--- src/rtl/paillier_pkg.sv ---
// Shared definitions for the Paillier ciphertext datapath.
// Contents:
//   REGISTER_SIZE  - word width in bits
//   BITS_IN_NUM    - ciphertext width in bits
//   WORDS_PER_CT   - words per ciphertext
//   rx_state_e     - SPI receiver FSM states
package paillier_pkg;

  localparam int unsigned REGISTER_SIZE = 32;
  localparam int unsigned BITS_IN_NUM   = 4096;
  localparam int unsigned WORDS_PER_CT  = BITS_IN_NUM / REGISTER_SIZE;

  typedef enum logic [1:0] {
    RX_IDLE  = 2'd0,
    RX_SHIFT = 2'd1,
    RX_EMIT  = 2'd2
  } rx_state_e;

endpackage

--- src/rtl/ciphertext_spi_receiver_sync.sv ---
// input_synchronizer: multi-flop synchronizer for one asynchronous input.
// Parameters:
//   STAGES      - number of flops in the chain (>= 1)
//   RESET_VALUE - value loaded into every flop during reset
// Ports:
//   clk_i - system clock
//   rst_i - synchronous active-high reset
//   d_i   - asynchronous input
//   q_o   - synchronized output
module input_synchronizer #(
  parameter int unsigned STAGES      = 2,
  parameter logic        RESET_VALUE = 1'b0
) (
  input  logic clk_i,
  input  logic rst_i,
  input  logic d_i,
  output logic q_o
);

  logic [STAGES-1:0] sync_q;

  // Shift-left form keeps STAGES == 1 legal (no negative slice bounds).
  always_ff @(posedge clk_i) begin
    if (rst_i) begin
      sync_q <= {STAGES{RESET_VALUE}};
    end else begin
      sync_q <= (sync_q << 1) | STAGES'(d_i);
    end
  end

  always_comb q_o = sync_q[STAGES-1];

endmodule

--- src/rtl/ciphertext_spi_receiver.sv ---
// ciphertext_spi_receiver: SPI peripheral that assembles REGISTER_SIZE-bit
// words (MSB first) from an upstream SPI controller and tags each with its
// position inside a BITS_IN_NUM-bit ciphertext.
// Optional build macro: CT_RX_TIMEOUT_EN - abandons a partial ciphertext
// after TIMEOUT_CYCLES idle clocks between words.
// Ports:
//   clk_in          - system clock
//   rst_in          - synchronous active-high reset
//   copi_in         - SPI serial data
//   dclk_in         - SPI clock, idle low
//   cs_in           - SPI chip select, active low
//   data_out        - received word (zero when not valid)
//   data_valid_out  - one-cycle pulse qualifying data_out
//   word_index_out  - index of the word within the ciphertext (0 = LSW)
//   last_word_out   - high with data_valid_out on the final word
//   frame_error_out - one-cycle pulse on a dropped word or aborted ciphertext
module ciphertext_spi_receiver #(
  parameter int unsigned REGISTER_SIZE  = paillier_pkg::REGISTER_SIZE,
  parameter int unsigned BITS_IN_NUM    = paillier_pkg::BITS_IN_NUM,
  parameter int unsigned SYNC_STAGES    = 2,
  parameter int unsigned TIMEOUT_CYCLES = 1_000_000
) (
  input  logic                                           clk_in,
  input  logic                                           rst_in,
  input  logic                                           copi_in,
  input  logic                                           dclk_in,
  input  logic                                           cs_in,
  output logic [REGISTER_SIZE-1:0]                       data_out,
  output logic                                           data_valid_out,
  output logic [$clog2(BITS_IN_NUM/REGISTER_SIZE)-1:0]   word_index_out,
  output logic                                           last_word_out,
  output logic                                           frame_error_out
);

  import paillier_pkg::*;

  localparam int unsigned WORDS_PER_CT = BITS_IN_NUM / REGISTER_SIZE;
  localparam int unsigned IDX_W        = $clog2(WORDS_PER_CT);
  localparam int unsigned CNT_W        = $clog2(REGISTER_SIZE + 2);

  localparam logic [CNT_W-1:0] CNT_FULL = CNT_W'(REGISTER_SIZE);
  localparam logic [CNT_W-1:0] CNT_SAT  = CNT_W'(REGISTER_SIZE + 1);
  localparam logic [IDX_W-1:0] IDX_LAST = IDX_W'(WORDS_PER_CT - 1);

  if (REGISTER_SIZE < 2 || WORDS_PER_CT < 2 || TIMEOUT_CYCLES == 0) begin : g_param_check
    $error("ciphertext_spi_receiver: unsupported parameter combination");
  end

  // ---------------------------------------------------------------------
  // Input synchronizers (reset to the idle bus state)
  // ---------------------------------------------------------------------
  logic copi_s, dclk_s, cs_s;

  input_synchronizer #(.STAGES(SYNC_STAGES), .RESET_VALUE(1'b0)) u_sync_copi (
    .clk_i (clk_in),
    .rst_i (rst_in),
    .d_i   (copi_in),
    .q_o   (copi_s)
  );

  input_synchronizer #(.STAGES(SYNC_STAGES), .RESET_VALUE(1'b0)) u_sync_dclk (
    .clk_i (clk_in),
    .rst_i (rst_in),
    .d_i   (dclk_in),
    .q_o   (dclk_s)
  );

  input_synchronizer #(.STAGES(SYNC_STAGES), .RESET_VALUE(1'b1)) u_sync_cs (
    .clk_i (clk_in),
    .rst_i (rst_in),
    .d_i   (cs_in),
    .q_o   (cs_s)
  );

  // ---------------------------------------------------------------------
  // Edge detection on synchronized signals
  // ---------------------------------------------------------------------
  logic cs_prev_q, dclk_prev_q;
  logic cs_fall, cs_rise, dclk_rise;

  always_ff @(posedge clk_in) begin
    if (rst_in) begin
      cs_prev_q   <= 1'b1;
      dclk_prev_q <= 1'b0;
    end else begin
      cs_prev_q   <= cs_s;
      dclk_prev_q <= dclk_s;
    end
  end

  always_comb begin
    cs_fall   = cs_prev_q & ~cs_s;
    cs_rise   = ~cs_prev_q & cs_s;
    dclk_rise = ~dclk_prev_q & dclk_s;
  end

  // ---------------------------------------------------------------------
  // State and datapath registers
  // ---------------------------------------------------------------------
  rx_state_e                state_q, state_d;
  logic [REGISTER_SIZE-1:0] shift_q, shift_d;
  logic [CNT_W-1:0]         cnt_q,   cnt_d;
  logic [IDX_W-1:0]         idx_q,   idx_d;
  logic                     word_ok;
  logic                     timeout_hit;

  always_ff @(posedge clk_in) begin
    if (rst_in) begin
      state_q <= RX_IDLE;
      shift_q <= '0;
      cnt_q   <= '0;
      idx_q   <= '0;
    end else begin
      state_q <= state_d;
      shift_q <= shift_d;
      cnt_q   <= cnt_d;
      idx_q   <= idx_d;
    end
  end

  // Next-state logic
  always_comb begin
    state_d = state_q;
    unique case (state_q)
      RX_IDLE:  if (cs_fall) state_d = RX_SHIFT;
      RX_SHIFT: if (cs_rise) state_d = RX_EMIT;
      RX_EMIT:  state_d = RX_IDLE;
      default:  state_d = RX_IDLE;
    endcase
  end

  always_comb word_ok = (cnt_q == CNT_FULL);

  // Datapath next-state: shift register, saturating bit counter, word index
  always_comb begin
    shift_d = shift_q;
    cnt_d   = cnt_q;
    idx_d   = idx_q;
    unique case (state_q)
      RX_IDLE: begin
        if (cs_fall) cnt_d = '0;
      end
      RX_SHIFT: begin
        if (dclk_rise && !cs_s) begin
          shift_d = {shift_q[REGISTER_SIZE-2:0], copi_s};
          if (cnt_q != CNT_SAT) cnt_d = cnt_q + 1'b1;
        end
      end
      RX_EMIT: begin
        if (word_ok) idx_d = (idx_q == IDX_LAST) ? '0 : idx_q + 1'b1;
      end
      default: ;
    endcase
    if (timeout_hit) idx_d = '0;
  end

  // ---------------------------------------------------------------------
  // Inter-word timeout (optional)
  // ---------------------------------------------------------------------
`ifdef CT_RX_TIMEOUT_EN
  localparam int unsigned TO_W = $clog2(TIMEOUT_CYCLES + 1);
  localparam logic [TO_W-1:0] TO_LAST = TO_W'(TIMEOUT_CYCLES - 1);

  logic [TO_W-1:0] to_q;

  // Fires on the TIMEOUT_CYCLES-th consecutive idle cycle of a partial ciphertext.
  always_comb timeout_hit = (state_q == RX_IDLE) && (idx_q != '0) && (to_q == TO_LAST);

  always_ff @(posedge clk_in) begin
    if (rst_in || state_q != RX_IDLE || idx_q == '0 || timeout_hit) begin
      to_q <= '0;
    end else begin
      to_q <= to_q + 1'b1;
    end
  end
`else
  always_comb timeout_hit = 1'b0;
`endif

  // ---------------------------------------------------------------------
  // Outputs
  // ---------------------------------------------------------------------
  always_comb begin
    data_valid_out  = 1'b0;
    frame_error_out = timeout_hit;
    if (state_q == RX_EMIT) begin
      data_valid_out  = word_ok;
      frame_error_out = frame_error_out | ~word_ok;
    end
    data_out       = data_valid_out ? shift_q : '0;
    word_index_out = idx_q;
    last_word_out  = data_valid_out && (idx_q == IDX_LAST);
  end

endmodule

--- config.mk ---
export PLATFORM = sky130hd
export DESIGN_NAME = ciphertext_spi_receiver
export DESIGN_NICKNAME = d
export VERILOG_FILES = /design/src/rtl/paillier_pkg.sv /design/src/rtl/ciphertext_spi_receiver_sync.sv /design/src/rtl/ciphertext_spi_receiver.sv
export SDC_FILE = /design/constraint.sdc
export NUM_CORES = 1
export LEC_CHECK = 0
export BUFFER_PORTS_ARGS = -buffer_cell sky130_fd_sc_hd__buf_2
export CORE_MARGIN = 2
export CORE_UTILIZATION = 43
export CTS_BUF_LIST = sky130_fd_sc_hd__clkbuf_8 sky130_fd_sc_hd__clkbuf_16
export CTS_CLUSTER_DIAMETER = 40
export DETAILED_ROUTE_END_ITERATION = 16
export GPL_TIMING_DRIVEN = 0
export PLACE_DENSITY_LB_ADDON = 0.2
export SYNTH_ARGS = -nofsm -noshare
export SYNTH_HDL_FRONTEND = slang
export SYNTH_SLANG_ARGS = --single-unit
export TNS_END_PERCENT = 10
--- constraint.sdc ---
create_clock -name clk_in -period 1.9 [get_ports clk_in]
set_input_delay 0.095 -clock clk_in [delete_from_list [all_inputs] [get_ports clk_in]]
set_output_delay 0.095 -clock clk_in [all_outputs]
set_load 0.005 [all_outputs]
==> results.md <==
* Crit. End Element: primary output
* Chip width at 78.1 um
* DR DRC count at 0
* Yosys cell types at 35
* Avg WL per Cell at 11.6 um
* Hold Crit Start: dclk_in
* Power, Total at 0.00201 W
* Synth top area cells: dfxtp_1 47%, nand2_1 11%, and2_1 8.8%, a21oi_1 7.9%, ha_1 2.1%
* Post-synth EDFFs at 0
* Die area at 6090 um^2
* Leakage power at 1.18 nW
* Router iterations before antenna repair at 4
* Vias in the first global route at 1866
* Row Count at 26
* Mapped Area at 2360 um^2
* Antenna Nets Post-Route at 0
* Setup Crit Path Kind: flip-flop to primary output
* Hold-critical path depth at 2
* Fin worst setup slack at 0.0972 ns
* Dpl ws at -0.00800 ns
* TritonCTS Buffers at 5
* Crit path max fanout at 10
* Buffers on Ports at 45
* Layout cells sized above 1 at 23.6%
* Gr ovfl total at 0
* Async set or reset register ratio after synthesis at 0%
* Fin Clk Skew at 0.00518 ns
* Most frequent cells in the layout: 67 x nand2_1, 51 x dfxtp_1, 49 x buf_2, 37 x a21oi_1, 33 x and2_1
* Pin count of the biggest net entering global routing at 17
* Clk Latency, worst-skew pair at 0.30 ns
* Max cap viols at 0
* Top Usage Layer GRT: met2
* Reg2Reg Depth at 6
* Cell count after synthesis at 287
* Sequential standard cell area at 1110 um^2
* Worst Path Required at 1.80 ns
* # diodes at 0
* M1 GR Usage at 22.3%
* Final nets at 355
* Final HPWL DP at 3260 um
* Synthesis-to-finish area growth at 23.1%
* Final setup fails at 0
* Worst reg2reg endpoint: shift_q[16]
* Met3 Usage GRT at 4.60%
* Pwr dens at 691 nW/um^2
* RSZ-0062 raised after global routing: true
* Via count at 2034
* Ys flop type: dfxtp_1
* Clock sinks at 55
* DR vias/cell at 4.88
* GPL Wtd Cong at 0.798
* Met2 Use GR at 27.8%
* Ys Warns at 0
* WHS at 0.00775 ns
* Final WL at 4830 um
* First-pass GRT wire length at 8400 um
* Multi-input gate area at 1180 um^2
* Post-synth top area share at 46.7%
* Syn Nets at 296
* Initial Util at 45.3%
* I/O pin cnt at 47
* Outcome: finished clean
* Min-Delay Endpoint: u_sync_dclk.sync_q[0]
* Root Driver: clkbuf_8
* Fin util at 55.8%
* Initial antenna violation count at 0
* Worst r2r src: u_sync_cs.sync_q[1]
* Placed instance count at 402
* Fmax at 555 MHz
* Final Max Slew Viols at 0
* Cell accounting for the most synthesized area: dfxtp_1
* R2r setup slk at 0.12 ns
* Fillers at 524
* Tcrit/Tclk final at 94.9%
* Worst VDD drop at 0.409 mV
* Starting DRT DRC Count at 89
* Startpoint Class: flip-flop
* TritonCTS clock tree: done
* Die height at 78.1 um
* Core ar. at 5200 um^2
* Final Non-Filler Cells at 417
* Final Hold Fails at 0
* Min-Delay Path Class: input pin to flip-flop
* Post-Syn Area per Cell at 8.22 um^2
* Post-route minimum period at 1.80 ns
* Critical Path AT at 1.71 ns
* H-tree levels at 2
* Reg clk slew, reported paths at 0.10 ns
* Worst rel slew slack at 52.7%
* Seq cells post-synth at 55
* Clk buf depth at 2
* GRT Total Usage at 17.0%
* Most common cell after layout, fill and taps aside: nand2_1
* Register area share after synthesis at 46.7%
* Worst Max-Slew Pin Slew at 0.699 ns
==> routing by layer <==
layer,vias up,wire length (um)
met1,934,2390
met2,35,2230
li1,1061,-
met3,4,174
met5,-,0
met4,0,35
==> cells in the mapped netlist (3+ instances only) <==
cell	instances
nand2_1	67
dfxtp_1	55
a21oi_1	37
and2_1	33
nor2_1	13
clkbuf_1	10
buf_2	8
nor2b_1	7
and3_1	5
ha_1	4
inv_1	4
nand3_1	4
a31oi_1	3
mux2i_1	3
nand2b_1	3
or2_2	3
or3_1	3
==> critical path, cell delays in order (launching register included) <==
cell	delay, ns
dfxtp_4	0.37
nor4b_4	0.30
and3_1	0.21
buf_6	0.14
buf_8	0.12
and2_1	0.15
buf_2	0.11
==> state kept, by name, summed over array words and instances, names as in the netlist <==
register	cells
dclk_prev_q	1
word_index_out	7
u_sync_copi.sync_q	2
shift_q	32
cs_prev_q	1
u_sync_dclk.sync_q	2
u_sync_cs.sync_q	2
state_q	2
cnt_q	6
==> metrics by stage <==
stage	setup TNS, ns	instance area (um^2)
after floorplan	0	2360
after global placement	-0.0110	2670
after detailed placement	-0.00858	2670
after CTS	0	2830
after global routing	-0.687	2900
final	0	2900
==> how the worst max path moves through the flow <==
stage                    start           end  slack [ns]  cells after the start
finish                cnt_q[3]  data_out[23]         0.1                      6
floorplan             cnt_q[3]      cnt_q[4]        0.33                      4
global route        state_q[1]   shift_q[17]       -0.07                      7
global placement      cnt_q[3]  data_out[23]       -0.01                      6
detailed placement    cnt_q[3]  data_out[23]      -0.008                      6
CTS                   cnt_q[4]  data_out[23]       0.007                      6
==> area by class of cell <==
cell class	instances	area share, %
Tap cell	70	3.02
Inverter	4	0.517
Clock buffer	6	2.84
Sequential cell	55	38.2
Timing Repair Buffer	52	9.74
Multi-Input combinational cell	210	40.8
Clock inverter	2	1.21
Buffer	18	3.71
==> logic make-up (layout without fill, tap and decap cells) <==
logic type                 Yosys count  count (layout)  synth area share, %
adders and majority gates            4               4                 2.12
xor gates and xnor gates             3               3                 1.11
and+or+nand+nor                    149             149                 32.1
AOI/OAI and AO/OA                   51              51                 12.8
buffers and inverters               22              82                 3.93
DFF                                 55              55                 46.7
muxes                                3               3                 1.27
==> power breakdown <==
| group | switching [W] | internal (W) | total (W) |
|---|---|---|---|
| Sequential | 0.00000400 | 0.00116 | 0.00116 |
| Combinational | 0.0000315 | 0.0000192 | 0.0000507 |
| Clock | 0.000368 | 0.000427 | 0.000795 |
| Total | 0.000403 | 0.00160 | 0.00201 |
==> timing repair <==
action	CTS	global route
setup endpoints to repair	33	51
pin swaps	1	2
resized for setup	8	13
hold buffers	2	0
buffers inserted	1	4
endpoints found under the hold margin	2	0
Note: power is estimated with default switching activity, not from simulation.
